--- src/rtl/riscv_pkg.sv ---
// Shared pipeline definitions: datapath width, bubble encoding, fetch FSM
// states and the IF/ID bundle reused by later pipeline registers.
package riscv_pkg;

    localparam int          XLEN         = 32;
    localparam logic [31:0] NOP_INST     = 32'h0000_0013;
    localparam logic [31:0] RESET_PC_DEF = 32'h0100_0000;

    typedef enum logic [0:0] {
        ST_RUN  = 1'b0,
        ST_HALT = 1'b1
    } fetch_state_e;

    typedef struct packed {
        logic            valid;
        logic [XLEN-1:0] pc;
        logic [XLEN-1:0] pc_plus4;
        logic [XLEN-1:0] inst;
    } ifid_t;

    // Bubble value: no real instruction, decode sees addi x0,x0,0.
    function automatic ifid_t ifid_bubble(input logic [XLEN-1:0] nop_word);
        ifid_t b;
        b.valid    = 1'b0;
        b.pc       = {XLEN{1'b0}};
        b.pc_plus4 = {XLEN{1'b0}};
        b.inst     = nop_word;
        return b;
    endfunction

endpackage

--- src/rtl/pipe_reg_ifid.sv ---
// IF/ID pipeline register with load / hold / flush controls.
// Flush turns the slot into a bubble but keeps the last pc fields.
module pipe_reg_ifid
    import riscv_pkg::*;
#(
    parameter logic [31:0] NOP_WORD = NOP_INST
) (
    input  logic  clock,
    input  logic  reset,
    input  logic  load_s,
    input  logic  flush_s,
    input  ifid_t d_s,
    output ifid_t q_r
);

    // Register update: flush has priority over load, otherwise hold.
    always_ff @(posedge clock or posedge reset) begin
        if (reset) begin
            q_r <= ifid_bubble(NOP_WORD);
        end else if (flush_s) begin
            q_r.valid <= 1'b0;
            q_r.inst  <= NOP_WORD;
        end else if (load_s) begin
            q_r <= d_s;
        end else begin
            q_r <= q_r;
        end
    end

endmodule

--- src/rtl/fetch_stage.sv ---
// IF stage: PC register, next-PC selection, run/halt FSM, fetch counter
// and the IF/ID register feeding decode.
module fetch_stage
    import riscv_pkg::*;
#(
    parameter logic [31:0] RESET_PC = RESET_PC_DEF,
    parameter logic [31:0] NOP_INST = riscv_pkg::NOP_INST
) (
    input  logic        clock,
    input  logic        reset,
    input  logic        stall,
    input  logic        redirect_valid,
    input  logic [31:0] redirect_pc,
    output logic [31:0] imem_addr,
    input  logic [31:0] imem_data,
    output logic        id_valid,
    output logic [31:0] id_pc,
    output logic [31:0] id_pc_plus4,
    output logic [31:0] id_inst,
    output logic        fetch_fault,
    output logic [31:0] fetch_count
);

    fetch_state_e state_r;
    fetch_state_e next_state_s;
    logic [31:0]  pc_r;
    logic [31:0]  pc_next_s;
    logic [31:0]  pc_plus4_s;
    logic [31:0]  fetch_count_r;
    logic [31:0]  count_next_s;
    logic         fetch_fault_r;
    logic         fault_next_s;
    logic         load_s;
    logic         flush_s;
    ifid_t        ifid_d_s;
    ifid_t        ifid_q_r;

    assign pc_plus4_s = pc_r + 32'd4;

    // Next-state, next-PC and IF/ID control; redirect outranks stall.
    always_comb begin
        next_state_s = state_r;
        pc_next_s    = pc_r;
        count_next_s = fetch_count_r;
        fault_next_s = fetch_fault_r;
        load_s       = 1'b0;
        flush_s      = 1'b0;
        case (state_r)
            ST_RUN: begin
                if (redirect_valid && (redirect_pc[1:0] != 2'b00)) begin
                    next_state_s = ST_HALT;
                    fault_next_s = 1'b1;
                    flush_s      = 1'b1;
                end else if (redirect_valid) begin
                    pc_next_s = redirect_pc;
                    flush_s   = 1'b1;
                end else if (stall) begin
                    pc_next_s = pc_r;
                end else begin
                    pc_next_s    = pc_plus4_s;
                    load_s       = 1'b1;
                    count_next_s = fetch_count_r + 32'd1;
                end
            end
            ST_HALT: begin
                next_state_s = ST_HALT;
            end
            default: begin
                // Corrupted state encoding: freeze and flag rather than fetch.
                next_state_s = ST_HALT;
                fault_next_s = 1'b1;
                flush_s      = 1'b1;
            end
        endcase
    end

    // Bundle presented to IF/ID on a normal fetch.
    always_comb begin
        ifid_d_s.valid    = 1'b1;
        ifid_d_s.pc       = pc_r;
        ifid_d_s.pc_plus4 = pc_plus4_s;
        ifid_d_s.inst     = imem_data;
    end

    // PC, FSM, fault flag and counter state.
    always_ff @(posedge clock or posedge reset) begin
        if (reset) begin
            state_r       <= ST_RUN;
            pc_r          <= RESET_PC;
            fetch_count_r <= 32'd0;
            fetch_fault_r <= 1'b0;
        end else begin
            state_r       <= next_state_s;
            pc_r          <= pc_next_s;
            fetch_count_r <= count_next_s;
            fetch_fault_r <= fault_next_s;
        end
    end

    pipe_reg_ifid #(
        .NOP_WORD (NOP_INST)
    ) u_ifid (
        .clock   (clock),
        .reset   (reset),
        .load_s  (load_s),
        .flush_s (flush_s),
        .d_s     (ifid_d_s),
        .q_r     (ifid_q_r)
    );

    assign imem_addr   = pc_r;
    assign id_valid    = ifid_q_r.valid;
    assign id_pc       = ifid_q_r.pc;
    assign id_pc_plus4 = ifid_q_r.pc_plus4;
    assign id_inst     = ifid_q_r.inst;
    assign fetch_fault = fetch_fault_r;
    assign fetch_count = fetch_count_r;

endmodule

--- config.mk ---
export PLATFORM = sky130hd
export DESIGN_NAME = fetch_stage
export DESIGN_NICKNAME = d
export VERILOG_FILES = /design/src/rtl/riscv_pkg.sv /design/src/rtl/pipe_reg_ifid.sv /design/src/rtl/fetch_stage.sv
export SDC_FILE = /design/constraint.sdc
export NUM_CORES = 1
export LEC_CHECK = 0
export CORE_UTILIZATION = 41
export DETAILED_ROUTE_END_ITERATION = 12
export PLACE_DENSITY = 0.72
export SLEW_MARGIN = 20
export SYNTH_ARGS = -nofsm -noshare
export SYNTH_HDL_FRONTEND = slang
export SYNTH_SLANG_ARGS = --single-unit
--- constraint.sdc ---
create_clock -name clock -period 5.7 [get_ports clock]
set_input_delay 0.855 -clock clock [delete_from_list [all_inputs] [get_ports clock]]
set_output_delay 0.855 -clock clock [all_outputs]
set_load 0.02 [all_outputs]
==> flow_results.xml <==
<?xml version="1.0" encoding="UTF-8"?>
<metrics>
  <group name="run_status">
    <metric name="result_of_the_run" unit="">finished clean</metric>
  </group>
  <group name="power">
    <metric name="p_leak" unit="nW">4.44</metric>
    <metric name="power.density" unit="mW/mm2">308</metric>
    <metric name="design_power_total" unit="mW">3.17</metric>
    <metric name="ir_worst_vdd" unit="mV">0.202</metric>
  </group>
  <group name="floorplanning">
    <metric name="die_height" unit="um">135</metric>
    <metric name="design.die.area" unit="mm2">0.0182</metric>
    <metric name="initial_utilization" unit="">0.419</metric>
    <metric name="core_region_area" unit="mm2">0.0173</metric>
    <metric name="placementRows" unit="">48</metric>
    <metric name="design.portCount" unit="">230</metric>
    <metric name="die_w" unit="um">135</metric>
  </group>
  <group name="timing">
    <metric name="rsz0062_at_grt" unit="">false</metric>
    <metric name="timing.final.setup_violations" unit="">0</metric>
    <metric name="maxClockFrequency" unit="MHz">291</metric>
    <metric name="timing.final.max_slew_violations" unit="">0</metric>
    <metric name="final.min_clock_period" unit="ns">3.43</metric>
    <metric name="worst_hold_slack_across_all_endpoints" unit="ns">0.472</metric>
    <metric name="post-route-worst-setup-slack" unit="ns">2.27</metric>
    <metric name="max_slew.worst_pin.slew" unit="ns">1.04</metric>
    <metric name="final.setup.tns" unit="ns">0</metric>
    <metric name="max_slew_margin" unit="">0.304</metric>
    <metric name="finalCritPeriodShare" unit="">0.602</metric>
    <metric name="final_worst_clock_skew" unit="ns">0.0109</metric>
    <metric name="hold_viol" unit="">0</metric>
  </group>
  <group name="synthesis">
    <metric name="ys_ff_latch" unit="">161</metric>
    <metric name="postSynth.asyncResetShare" unit="">1.00</metric>
    <metric name="synth.cell_area" unit="mm2">0.00724</metric>
    <metric name="number_of_flops_mapped_to_enable_cells_by_yosys" unit="">0</metric>
    <metric name="synthCells" unit="">723</metric>
    <metric name="yosys_warnings" unit="">0</metric>
    <metric name="syn_nets" unit="">793</metric>
    <metric name="synthesis.area_per_instance" unit="um2">10.0</metric>
    <metric name="count_of_unique_library_cells_instantiated_by_yosys" unit="">54</metric>
    <metric name="synthFlopType" unit="">sky130_fd_sc_hd__dfrtp_1</metric>
    <metric name="yosysSeqAreaShare" unit="">0.557</metric>
  </group>
  <group name="hold_path">
    <metric name="hold_path_depth" unit="">1</metric>
    <metric name="worst_hold_path.endpoint" unit="">fetch_count[31]</metric>
    <metric name="timing.hold.worst.class" unit="">reg -&gt; reg</metric>
    <metric name="worst_hold_startpoint" unit="">fetch_count[31]</metric>
  </group>
  <group name="final_layout">
    <metric name="drive_above_1_share" unit="">0.0599</metric>
    <metric name="fin_util" unit="">0.595</metric>
    <metric name="finish.net_count" unit="">992</metric>
    <metric name="final_cells" unit="">1161</metric>
    <metric name="synthToLayoutAreaGrowth" unit="%">42.0</metric>
    <metric name="finish.instance_area" unit="mm2">0.0103</metric>
    <metric name="fillCellCount" unit="">1500</metric>
  </group>
  <group name="critical_path">
    <metric name="capture_instance_of_the_worst_register_to_register_path" unit="">imem_addr[21]</metric>
    <metric name="r2r-start" unit="">imem_addr[6]</metric>
    <metric name="critPathCaptureType" unit="">flop</metric>
    <metric name="rr_worst_depth" unit="">5</metric>
    <metric name="critical-path-slowest-cell" unit="">sky130_fd_sc_hd__nand2_4</metric>
    <metric name="worst_path_largest_cell_delay" unit="ns">0.72</metric>
    <metric name="timing.critical_path.buf_inv" unit="">3</metric>
    <metric name="r2r_setup_slack" unit="ns">3.08</metric>
    <metric name="timing.critical_path.depth" unit="">6</metric>
    <metric name="critPathArrivalTime" unit="ns">3.78</metric>
    <metric name="timing.critical_path.from_type" unit="">input port</metric>
    <metric name="critical_path_class" unit="">in -&gt; reg</metric>
    <metric name="cells_along_the_critical_path" unit="">clkdlybuf4s50_1 &gt; buf_4 &gt; inv_1 &gt; nand2_4 &gt; or4_1 &gt; nand3_1</metric>
    <metric name="worst-endpoint-required" unit="ns">6.05</metric>
    <metric name="critical_path.max_fanout" unit="">104</metric>
    <metric name="critical-path-top-delay-family" unit="">simple AND/OR/NAND/NOR gates</metric>
  </group>
  <group name="clock_tree">
    <metric name="post_cts.resized_instances" unit="">0</metric>
    <metric name="holdBufCountCts" unit="">0</metric>
    <metric name="post_cts.repair.setup_buffers" unit="">0</metric>
    <metric name="cts_root_buf" unit="">sky130_fd_sc_hd__clkbuf_16</metric>
    <metric name="clockBufferDepth" unit="">2</metric>
    <metric name="cts-buffers-inserted" unit="">17</metric>
    <metric name="clock_tree.htree_level_count" unit="">4</metric>
    <metric name="cts.reportedPaths.clkPinSlew" unit="ns">0.06</metric>
    <metric name="clock_insertion_delay_worst_skew" unit="ns">0.42</metric>
    <metric name="cts_tree" unit="">yes</metric>
    <metric name="cts_num_sinks" unit="">161</metric>
  </group>
  <group name="detailed_routing">
    <metric name="num_vias" unit="">6074</metric>
    <metric name="initialDrtViolationCount" unit="">361</metric>
    <metric name="antenna_violating_nets_post_route" unit="">0</metric>
    <metric name="remaining_drc_errors" unit="">0</metric>
    <metric name="route.detailed.vias_per_inst" unit="">5.23</metric>
    <metric name="route.final.wire_length" unit="um">19600</metric>
    <metric name="avgRoutedWirePerCell" unit="um">16.9</metric>
    <metric name="firstDrtPassIters" unit="">5</metric>
  </group>
  <group name="place">
    <metric name="place.gp.congestion" unit="">0.774</metric>
    <metric name="post-dp-hpwl" unit="um">13000</metric>
    <metric name="preCtsSetupSlack" unit="ns">1.79</metric>
    <metric name="numPlacedInstances" unit="">1128</metric>
    <metric name="portBuffers" unit="">229</metric>
    <metric name="dpl-instance-area" unit="mm2">0.00964</metric>
  </group>
  <group name="global_route">
    <metric name="grt_use_total" unit="">0.223</metric>
    <metric name="grt_overflow" unit="">0</metric>
    <metric name="groute.layer.met2.usage" unit="">0.342</metric>
    <metric name="initial_antenna_violation_count" unit="">2</metric>
    <metric name="grt_max_degree" unit="">105</metric>
    <metric name="grt_pass1_wl" unit="um">31500</metric>
    <metric name="globalRoute.busiestLayer" unit="">met2</metric>
    <metric name="via_count_of_the_first_global_routing_pass" unit="">5806</metric>
    <metric name="met3_track_demand_over_resource" unit="">0.0713</metric>
    <metric name="global_route.usage.met1" unit="">0.306</metric>
  </group>
  <group name="run">
    <metric name="max_cap_violations" unit="">0</metric>
  </group>
</metrics>
how the worst max path moves through the flow:
stage                    from              to
2_1_floorplan           reset  fetch_count[0]
3_5_place_dp   redirect_valid   imem_addr[25]
3_3_place_gp   redirect_valid   imem_addr[25]
4_1_cts        redirect_valid   imem_addr[24]
6_report       redirect_valid   imem_addr[25]
5_1_grt        redirect_valid   imem_addr[24]
power breakdown:
group / internal [mW] / switching [mW] / leakage (nW)
sequential: 1.25 / 0.102 / 2.07
combinational: 0.295 / 0.290 / 2.07
clock: 0.760 / 0.474 / 0.311
routing by layer:
metal | part of all wire | up-vias
met5 | 0.00087 | -
met4 | 0.012 | 2
met3 | 0.071 | 19
met2 | 0.46 | 196
met1 | 0.45 | 2957
li1 | - | 2900
synth_stat cells, drive strengths merged (3+ instances only):
cell,n,area [um2]
nand2,158,593
inv,5,18.8
nor2b,5,31.3
o21ai,47,235
o311ai,3,26.3
nor4,6,73.8
nand2b,5,31.3
or3,6,37.5
nand4,22,153
a22oi,11,82.6
and4,3,26.3
a21oi,17,85.1
and3,12,75.1
xor2,21,184
nand3,39,205
nor3,14,104
a22o,29,254
o2bb2ai,3,26.3
xnor2,37,324
nor2,32,123
o22a,3,26.3
dfrtp,157,3930
buf,16,93.8
mux2i,3,30.0
clkbuf,38,144
dfstp,4,105
state kept, by name, indices dropped and copies added (netlist names):
| signal | count |
|---|---|
| imem_addr | 32 |
| u_ifid.q_r | 95 |
| fetch_fault | 1 |
| fetch_count | 32 |
| state_r | 1 |
cell type report:
cell class	instances	area (um2)	area share
Inverter	5	23.8	0.00231
Clock inverter	12	181	0.0176
Clock buffer	20	457	0.0444
Tap cell	225	282	0.0274
Sequential cell	161	4030	0.392
Multi-Input combinational cell	503	2980	0.289
Timing Repair Buffer	234	2330	0.227
Antenna cell	1	2.50	0.000243
logic make-up after synthesis:
family | synth area share
AND/OR/NAND/NOR | 0.209
flip-flops | 0.557
AO/OA/AOI/OAI | 0.119
buffers and inverters | 0.0354
XOR/XNOR | 0.0701
multiplexers | 0.00570
adder cells (fa/ha/maj) | 0.00345
cells in the final DEF, fill, tap and decap left out, types with 17 or more instances in the layout:
master	count
sky130_fd_sc_hd__nand4_1	21
sky130_fd_sc_hd__nand2_1	157
sky130_fd_sc_hd__dfrtp_1	157
sky130_fd_sc_hd__nor2_1	30
sky130_fd_sc_hd__a21oi_1	17
sky130_fd_sc_hd__xor2_1	21
sky130_fd_sc_hd__a22o_1	29
sky130_fd_sc_hd__clkbuf_16	17
sky130_fd_sc_hd__xnor2_1	37
sky130_fd_sc_hd__nand3_1	37
sky130_fd_sc_hd__o21ai_0	46
sky130_fd_sc_hd__clkdlybuf4s50_1	229
No activity file was read; power rests on OpenSTA's default activity.
